## src/rtl/lsu_pkg.sv

```systemverilog
// Shared constants for the RV32I load/store unit: funct3 codes, FSM states,
// and byte-lane enable patterns.
package lsu_pkg;

    localparam logic [2:0] F3_LB  = 3'b000;
    localparam logic [2:0] F3_LH  = 3'b001;
    localparam logic [2:0] F3_LW  = 3'b010;
    localparam logic [2:0] F3_LBU = 3'b100;
    localparam logic [2:0] F3_LHU = 3'b101;
    localparam logic [2:0] F3_SB  = 3'b000;
    localparam logic [2:0] F3_SH  = 3'b001;
    localparam logic [2:0] F3_SW  = 3'b010;

    // funct3[1:0] encodes the access size for both loads and stores
    localparam logic [1:0] SZ_BYTE = 2'b00;
    localparam logic [1:0] SZ_HALF = 2'b01;
    localparam logic [1:0] SZ_WORD = 2'b10;

    localparam logic [3:0] BE_BYTE    = 4'b0001;
    localparam logic [3:0] BE_HALF_LO = 4'b0011;
    localparam logic [3:0] BE_HALF_HI = 4'b1100;
    localparam logic [3:0] BE_WORD    = 4'b1111;

    typedef enum logic [2:0] {
        ST_IDLE = 3'd0,
        ST_REQ  = 3'd1,
        ST_WAIT = 3'd2,
        ST_WB   = 3'd3,
        ST_ERR  = 3'd4
    } lsu_state_e;

endpackage

```

## src/rtl/load_store_unit_if.sv

```systemverilog
// Execute-stage request bus and data-memory bus of the load/store unit.
interface load_store_unit_if #(
    parameter int ADDR_WIDTH = 32,
    parameter int REG_BITS   = 5
);
    logic                  Req_Valid;
    logic                  Req_Ready;
    logic                  Req_Write;
    logic [2:0]            Req_Funct3;
    logic [ADDR_WIDTH-1:0] Req_Addr;
    logic [31:0]           Req_StoreData;
    logic [REG_BITS-1:0]   Req_Rd;

    logic                  Mem_Valid;
    logic                  Mem_Ready;
    logic                  Mem_Write;
    logic [ADDR_WIDTH-1:0] Mem_Addr;
    logic [31:0]           Mem_WrData;
    logic [3:0]            Mem_ByteEn;
    logic                  Mem_RdValid;
    logic [31:0]           Mem_RdData;

    modport slave (
        input  Req_Valid, Req_Write, Req_Funct3, Req_Addr, Req_StoreData, Req_Rd,
        output Req_Ready,
        output Mem_Valid, Mem_Write, Mem_Addr, Mem_WrData, Mem_ByteEn,
        input  Mem_Ready, Mem_RdValid, Mem_RdData
    );

    modport master (
        output Req_Valid, Req_Write, Req_Funct3, Req_Addr, Req_StoreData, Req_Rd,
        input  Req_Ready,
        input  Mem_Valid, Mem_Write, Mem_Addr, Mem_WrData, Mem_ByteEn,
        output Mem_Ready, Mem_RdValid, Mem_RdData
    );

endinterface

```

## src/rtl/lsu_align.sv

```systemverilog
// Combinational access decode: legality, byte enables, store lane replication
// and load extraction/extension.
module lsu_align
    import lsu_pkg::*;
(
    input  logic [1:0]  addr_lo,
    input  logic [2:0]  funct3,
    input  logic        is_write,
    input  logic [31:0] store_data,
    input  logic [31:0] rd_data,
    output logic        legal,
    output logic [3:0]  byte_en,
    output logic [31:0] wr_data,
    output logic [31:0] ld_data
);

    logic [15:0] shifted;

    assign shifted = 16'(rd_data >> {addr_lo, 3'b000});

    always_comb begin
        legal = 1'b0;
        if (is_write)
            legal = funct3 inside {F3_SB, F3_SH, F3_SW};
        else
            legal = funct3 inside {F3_LB, F3_LH, F3_LW, F3_LBU, F3_LHU};
        case (funct3[1:0])
            SZ_HALF: if (addr_lo[0])      legal = 1'b0;
            SZ_WORD: if (addr_lo != 2'b00) legal = 1'b0;
            default: ;
        endcase
    end

    always_comb begin
        byte_en = 4'b0000;
        case (funct3[1:0])
            SZ_BYTE: byte_en = BE_BYTE << addr_lo;
            SZ_HALF: byte_en = addr_lo[1] ? BE_HALF_HI : BE_HALF_LO;
            SZ_WORD: byte_en = BE_WORD;
            default: byte_en = 4'b0000;
        endcase
    end

    // Each lane picks its source byte so the memory can simply honour byte_en
    genvar gi;
    generate
        for (gi = 0; gi < 4; gi++) begin : g_lane
            assign wr_data[8*gi +: 8] =
                !is_write                ? 8'h00 :
                (funct3[1:0] == SZ_BYTE) ? store_data[7:0] :
                (funct3[1:0] == SZ_HALF) ? store_data[8*(gi%2) +: 8] :
                                           store_data[8*gi +: 8];
        end
    endgenerate

    always_comb begin
        ld_data = 32'h0;
        case (funct3)
            F3_LB:   ld_data = {{24{shifted[7]}}, shifted[7:0]};
            F3_LH:   ld_data = {{16{shifted[15]}}, shifted};
            F3_LW:   ld_data = rd_data;
            F3_LBU:  ld_data = {24'h0, shifted[7:0]};
            F3_LHU:  ld_data = {16'h0, shifted};
            default: ld_data = 32'h0;
        endcase
    end

endmodule

```

## src/rtl/load_store_unit.sv

```systemverilog
// RV32I load/store unit: accepts one request, runs the memory handshake and
// writes extended load data back to the register file.
module load_store_unit
    import lsu_pkg::*;
#(
    parameter int ADDR_WIDTH = 32,
    parameter int REG_BITS   = 5
) (
    input  logic                CLK,
    input  logic                RST,
    load_store_unit_if.slave    bus,
    output logic                WrEn,
    output logic [REG_BITS-1:0] WrAddress,
    output logic [31:0]         WrData,
    output logic                Access_Err,
    output logic                Busy
);

    lsu_state_e            state_reg, state_next;
    logic                  mem_valid_reg, mem_valid_next;
    logic                  mem_write_reg, mem_write_next;
    logic [ADDR_WIDTH-1:0] mem_addr_reg, mem_addr_next;
    logic [31:0]           mem_wr_data_reg, mem_wr_data_next;
    logic [3:0]            mem_byte_en_reg, mem_byte_en_next;
    logic [1:0]            addr_lo_reg, addr_lo_next;
    logic [2:0]            f3_reg, f3_next;
    logic [REG_BITS-1:0]   rd_reg, rd_next;
    logic                  wr_en_reg, wr_en_next;
    logic [31:0]           wr_data_reg, wr_data_next;
    logic                  access_err_reg, access_err_next;

    logic        in_idle;
    logic [1:0]  align_addr_lo;
    logic [2:0]  align_f3;
    logic        align_write;
    logic        align_legal;
    logic [3:0]  align_byte_en;
    logic [31:0] align_wr_data;
    logic [31:0] align_ld_data;

    // One decoder serves both phases: live request while idle, captured request afterwards
    assign in_idle       = (state_reg == ST_IDLE);
    assign align_addr_lo = in_idle ? bus.Req_Addr[1:0] : addr_lo_reg;
    assign align_f3      = in_idle ? bus.Req_Funct3    : f3_reg;
    assign align_write   = in_idle ? bus.Req_Write     : mem_write_reg;

    lsu_align u_align (
        .addr_lo    (align_addr_lo),
        .funct3     (align_f3),
        .is_write   (align_write),
        .store_data (bus.Req_StoreData),
        .rd_data    (bus.Mem_RdData),
        .legal      (align_legal),
        .byte_en    (align_byte_en),
        .wr_data    (align_wr_data),
        .ld_data    (align_ld_data)
    );

    always_ff @(posedge CLK or negedge RST) begin
        if (!RST) begin
            state_reg       <= ST_IDLE;
            mem_valid_reg   <= 1'b0;
            mem_write_reg   <= 1'b0;
            mem_addr_reg    <= '0;
            mem_wr_data_reg <= 32'h0;
            mem_byte_en_reg <= 4'h0;
            addr_lo_reg     <= 2'b00;
            f3_reg          <= 3'b000;
            rd_reg          <= '0;
            wr_en_reg       <= 1'b0;
            wr_data_reg     <= 32'h0;
            access_err_reg  <= 1'b0;
        end else begin
            state_reg       <= state_next;
            mem_valid_reg   <= mem_valid_next;
            mem_write_reg   <= mem_write_next;
            mem_addr_reg    <= mem_addr_next;
            mem_wr_data_reg <= mem_wr_data_next;
            mem_byte_en_reg <= mem_byte_en_next;
            addr_lo_reg     <= addr_lo_next;
            f3_reg          <= f3_next;
            rd_reg          <= rd_next;
            wr_en_reg       <= wr_en_next;
            wr_data_reg     <= wr_data_next;
            access_err_reg  <= access_err_next;
        end
    end

    always_comb begin
        state_next       = state_reg;
        mem_valid_next   = mem_valid_reg;
        mem_write_next   = mem_write_reg;
        mem_addr_next    = mem_addr_reg;
        mem_wr_data_next = mem_wr_data_reg;
        mem_byte_en_next = mem_byte_en_reg;
        addr_lo_next     = addr_lo_reg;
        f3_next          = f3_reg;
        rd_next          = rd_reg;
        wr_en_next       = 1'b0;
        wr_data_next     = wr_data_reg;
        access_err_next  = 1'b0;

        case (state_reg)
            ST_IDLE: begin
                if (bus.Req_Valid) begin
                    if (align_legal) begin
                        state_next       = ST_REQ;
                        mem_valid_next   = 1'b1;
                        mem_write_next   = bus.Req_Write;
                        mem_addr_next    = {bus.Req_Addr[ADDR_WIDTH-1:2], 2'b00};
                        mem_wr_data_next = align_wr_data;
                        mem_byte_en_next = align_byte_en;
                        addr_lo_next     = bus.Req_Addr[1:0];
                        f3_next          = bus.Req_Funct3;
                        rd_next          = bus.Req_Rd;
                    end else begin
                        state_next      = ST_ERR;
                        access_err_next = 1'b1;
                    end
                end
            end
            ST_REQ: begin
                if (bus.Mem_Ready) begin
                    mem_valid_next = 1'b0;
                    if (mem_write_reg) begin
                        state_next = ST_IDLE;
                    end else if (bus.Mem_RdValid) begin
                        state_next   = ST_WB;
                        wr_data_next = align_ld_data;
                        wr_en_next   = (rd_reg != '0);
                    end else begin
                        state_next = ST_WAIT;
                    end
                end
            end
            ST_WAIT: begin
                if (bus.Mem_RdValid) begin
                    state_next   = ST_WB;
                    wr_data_next = align_ld_data;
                    wr_en_next   = (rd_reg != '0);
                end
            end
            ST_WB:   state_next = ST_IDLE;
            ST_ERR:  state_next = ST_IDLE;
            default: state_next = ST_IDLE;
        endcase
    end

    assign bus.Req_Ready  = in_idle;
    assign bus.Mem_Valid  = mem_valid_reg;
    assign bus.Mem_Write  = mem_write_reg;
    assign bus.Mem_Addr   = mem_addr_reg;
    assign bus.Mem_WrData = mem_wr_data_reg;
    assign bus.Mem_ByteEn = mem_byte_en_reg;

    assign WrEn       = wr_en_reg;
    assign WrAddress  = rd_reg;
    assign WrData     = wr_data_reg;
    assign Access_Err = access_err_reg;
    assign Busy       = !in_idle;

endmodule

```

## src/flat_wrapper.sv

```systemverilog
// flat-port wrapper written by rule: the top's interface ports become plain ports
module load_store_unit_flat import lsu_pkg::*;
#(
    parameter int ADDR_WIDTH = 32,
    parameter int REG_BITS   = 5
)
  (CLK, RST, WrEn, WrAddress, WrData, Access_Err, Busy, bus_Req_Valid, bus_Req_Write, bus_Req_Funct3, bus_Req_Addr, bus_Req_StoreData, bus_Req_Rd, bus_Req_Ready, bus_Mem_Valid, bus_Mem_Write, bus_Mem_Addr, bus_Mem_WrData, bus_Mem_ByteEn, bus_Mem_Ready, bus_Mem_RdValid, bus_Mem_RdData);
  load_store_unit_if #(.ADDR_WIDTH(ADDR_WIDTH), .REG_BITS(REG_BITS)) bus_i ();
  input  logic CLK;
  input  logic RST;
  output logic WrEn;
  output logic [REG_BITS-1:0] WrAddress;
  output logic [31:0] WrData;
  output logic Access_Err;
  output logic Busy;
  input wire logic [$bits(bus_i.Req_Valid)-1:0] bus_Req_Valid;
  input wire logic [$bits(bus_i.Req_Write)-1:0] bus_Req_Write;
  input wire logic [$bits(bus_i.Req_Funct3)-1:0] bus_Req_Funct3;
  input wire logic [$bits(bus_i.Req_Addr)-1:0] bus_Req_Addr;
  input wire logic [$bits(bus_i.Req_StoreData)-1:0] bus_Req_StoreData;
  input wire logic [$bits(bus_i.Req_Rd)-1:0] bus_Req_Rd;
  output wire logic [$bits(bus_i.Req_Ready)-1:0] bus_Req_Ready;
  output wire logic [$bits(bus_i.Mem_Valid)-1:0] bus_Mem_Valid;
  output wire logic [$bits(bus_i.Mem_Write)-1:0] bus_Mem_Write;
  output wire logic [$bits(bus_i.Mem_Addr)-1:0] bus_Mem_Addr;
  output wire logic [$bits(bus_i.Mem_WrData)-1:0] bus_Mem_WrData;
  output wire logic [$bits(bus_i.Mem_ByteEn)-1:0] bus_Mem_ByteEn;
  input wire logic [$bits(bus_i.Mem_Ready)-1:0] bus_Mem_Ready;
  input wire logic [$bits(bus_i.Mem_RdValid)-1:0] bus_Mem_RdValid;
  input wire logic [$bits(bus_i.Mem_RdData)-1:0] bus_Mem_RdData;
  assign bus_i.Req_Valid = bus_Req_Valid;
  assign bus_i.Req_Write = bus_Req_Write;
  assign bus_i.Req_Funct3 = bus_Req_Funct3;
  assign bus_i.Req_Addr = bus_Req_Addr;
  assign bus_i.Req_StoreData = bus_Req_StoreData;
  assign bus_i.Req_Rd = bus_Req_Rd;
  assign bus_Req_Ready = bus_i.Req_Ready;
  assign bus_Mem_Valid = bus_i.Mem_Valid;
  assign bus_Mem_Write = bus_i.Mem_Write;
  assign bus_Mem_Addr = bus_i.Mem_Addr;
  assign bus_Mem_WrData = bus_i.Mem_WrData;
  assign bus_Mem_ByteEn = bus_i.Mem_ByteEn;
  assign bus_i.Mem_Ready = bus_Mem_Ready;
  assign bus_i.Mem_RdValid = bus_Mem_RdValid;
  assign bus_i.Mem_RdData = bus_Mem_RdData;
  load_store_unit #(.ADDR_WIDTH(ADDR_WIDTH), .REG_BITS(REG_BITS)) u_core (.CLK(CLK), .RST(RST), .bus(bus_i), .WrEn(WrEn), .WrAddress(WrAddress), .WrData(WrData), .Access_Err(Access_Err), .Busy(Busy));
endmodule
```

## config.mk

```make
export PLATFORM = sky130hd
export DESIGN_NAME = load_store_unit_flat
export DESIGN_NICKNAME = d
export VERILOG_FILES = /design/src/rtl/lsu_pkg.sv /design/src/rtl/load_store_unit_if.sv /design/src/rtl/lsu_align.sv /design/src/rtl/load_store_unit.sv /design/src/flat_wrapper.sv
export SDC_FILE = /design/constraint.sdc
export NUM_CORES = 1
export LEC_CHECK = 0
export ABC_AREA = 0
export ABC_CLOCK_PERIOD_IN_PS = 4400
export CAP_MARGIN = 10
export CORE_ASPECT_RATIO = 0.75
export CORE_UTILIZATION = 45
export CTS_CLUSTER_SIZE = 28
export DETAILED_ROUTE_END_ITERATION = 8
export MAX_ROUTING_LAYER = met4
export PLACE_DENSITY = 0.92
export SKIP_LAST_GASP = 1
export SYNTH_ARGS = -nofsm -noshare
export SYNTH_HDL_FRONTEND = slang
export SYNTH_SLANG_ARGS = --single-unit
```

## constraint.sdc

```tcl
create_clock -name CLK -period 4.4 [get_ports CLK]
set_input_delay 0.88 -clock CLK [delete_from_list [all_inputs] [get_ports CLK]]
set_output_delay 0.88 -clock CLK [all_outputs]
set_load 0.005 [all_outputs]
```

==> out/metrics.yaml <==
detailed_routing:
  wl_um: 17700
  drc: 0
  drt-pass1-iter-count: 8
  num_vias: 5305
  drt_iter0_drc: 428
  wire_per_inst_um: 19.3
  drt-vias-per-instance: 5.78
  ant_nets: 0
critical_path:
  endpoint_kind: "register"
  critPathLaunchType: "register"
  crit_start: "u_core.state_reg[0]"
  critPathRequiredTime_ns: 4.68
  cp_max_fo: 33
  crit_chain: "nor3_2 > mux2i_1 > inv_1 > ha_1 > buf_4 > a311o_1 > o2111ai_2 > or2_4 > buf_12 > mux2_1"
  critPathMaxStageDelay_ns: 0.51
  regToRegSetupSlack_ns: 0.81
  rr_startpoint: "u_core.state_reg[0]"
  cp_slowest_cell: "dfrtp_1"
  arrival_ns: 3.86
  path_class: "reg2reg"
floorplan:
  fp.dieW_um: 133
  coreArea_sq_mm: 0.0124
  die_y_um: 101
  row_count: 35
  io_pins: 221
  dieArea_sq_mm: 0.0134
  start_util_pct: 46.8
synth:
  syn_area_sq_mm: 0.00583
  yosysSeqAreaShare_pct: 49.4
  synth_top_flop_cell: "dfrtp_1"
  synth_top_area_share_pct: 49.4
  synth_top_area_cell: "dfrtp_1"
  ys_ff_latch: 115
  synth_warnings: 0
  synth_edf_count: 0
  avgSynthCellArea_sq_um: 10.9
  synth.area.top_cells: "dfrtp_1 49%, mux2_1 7.9%, mux2i_1 5.5%"
  synthArstFlopShare_pct: 100
  ys_types: 46
  netlist_instances: 535
global_routing:
  gr-total-overflow: 0
  grt_first_pass_wirelength_um: 28100
  grt_pass1_vias: 5400
  grt_max_degree: 63
  grt_use_total_pct: 27.9
  antenna_found_initial: 0
power_and_ir_drop:
  ir_drop_mv: 0.427
  power_density_mw_per_mm2: 753
  leakagePower_nw: 3.71
sta:
  period_needed_ns: 3.59
  hold_ws_ns: 0.486
  tightest_slew_ns: 1.18
  fmax_mhz: 279
  period_share_pct: 81.5
  hold_viol_final: 0
  fin_ws_ns: 0.815
  setup_viol: 0
  slew_headroom_pct: 21.1
  fin_skew_ns: 0.0101
  rsz0062_at_grt: "no"
  slew_violations: 0
  tns_ns: 0
clock_network:
  cts_max_level: 4
  cts-root-buf: "clkbuf_16"
  path_clk_slew_ns: 0.05
  clk_path_buf_depth: 2
  cts_tree: "built"
  cts_sinks: 115
  cts_hold_buf: 0
  cts_made_buffers: 17
  clkLatencyLatePin_ns: 0.41
  post_cts_buffers: 0
  post_cts_resized: 0
placed_design:
  port_buffers: 218
  finalWeightedCongestion: 0.888
  hpwl_um: 12700
  place_ws_ns: 0.671
  place_area_sq_mm: 0.00810
final_layout:
  fin_nets: 853
  final_common_cell: "clkdlybuf4s50_1"
  fin_area_sq_mm: 0.00878
  layout_common_cells: "217 x clkdlybuf4s50_1, 115 x dfrtp_1, 57 x o21ai_0, 45 x nand3_1, 41 x mux2_1"
  antenna_cells: 0
  area_growth_pct: 50.7
  drive_above_1_share_pct: 10.2
status:
  status: "completed"
run:
  drv_cap: 0
min_path:
  hp-class: "reg2reg"
  worstHoldStart: "u_core.bus.Mem_Addr[11]"
[cell type report]
cell class	count	area [sq um]
Inverter	5	18.8
Clock inverter	13	230
Clock buffer	19	453
Sequential cell	115	2880
Tap cell	166	208
Fill cell	901	3660
Timing Repair Buffer	231	2290
Multi-Input combinational cell	369	2700
[through the flow]
stage	utilization, %	cells	total power, W
after detailed placement	65.1	886	0.00501
final	70.6	918	0.00661
after global placement	65.1	886	0.00488
after CTS	70.6	918	0.00662
after floorplan	-	536	0.00355
after global routing	70.6	918	0.00699
[layer usage]
layer / vias to the layer above / track usage [%] / routed length [um]
met5: - / - / 0
met4: 0 / 9.62 / 282
met3: 36 / 5.73 / 1300
met2: 283 / 43.5 / 8490
met1: 2587 / 36.4 / 7680
li1: 2399 / - / -
[critical path, delay by kind of cell, from the launching register on]
family,cells,cell delay (ns)
flops,1,0.51
fa+ha+maj,1,0.23
simple gates,2,0.88
buf+inv,3,0.63
mux,2,0.74
compound gates,2,0.45
[where the power goes]
part	internal (W)	total (W)	switching, W
Combinational	0.00163	0.00323	0.00160
Sequential	0.00151	0.00180	0.000292
Clock	0.00109	0.00158	0.000489
[cells by family after synthesis]
kind of cell / Yosys count / synth area share (%)
AND/OR/NAND/NOR: 128 / 11.3
other: 1 / 0.0644
buffers and inverters: 52 / 4.66
AO/OA/AOI/OAI: 153 / 18.2
flip-flops: 115 / 49.4
multiplexers: 82 / 15.5
adder cells (fa/ha/maj): 4 / 0.859
[path summary, 6_finish.rpt]
kind | to | cells past startpoint
hold reg to reg | u_core.bus.Mem_Addr[11] | 1
hold / removal | u_core.bus.Mem_Addr[11] | 1
setup reg to reg | u_core.bus.Mem_Addr[29] | 10
min in group asynchronous | u_core.bus.Mem_WrData[2] | 1
setup / recovery | u_core.bus.Mem_Addr[29] | 10
max in group asynchronous | u_core.bus.Mem_Addr[12] | 2
[synthesized netlist by cell type, types with 3 or more instances]
cell type and n:
dfrtp_1 115, o21ai_0 58, nand3_1 45, mux2_1 41, mux2i_1 32, clkbuf_1 26
nor2_1 25, o31ai_1 24, nand2_1 22, a21oi_1 16, nand2b_1 13, o31ai_2 11
buf_2 10, buf_6 7, mux2_2 7, o211ai_1 7, a221o_1 6, a22oi_1 6
a32oi_1 6, nor2b_1 6, inv_1 5, ha_1 4, nor3_1 4, a211o_1 3
buf_4 3, o21a_1 3
Power figures use the tool's default switching activity.
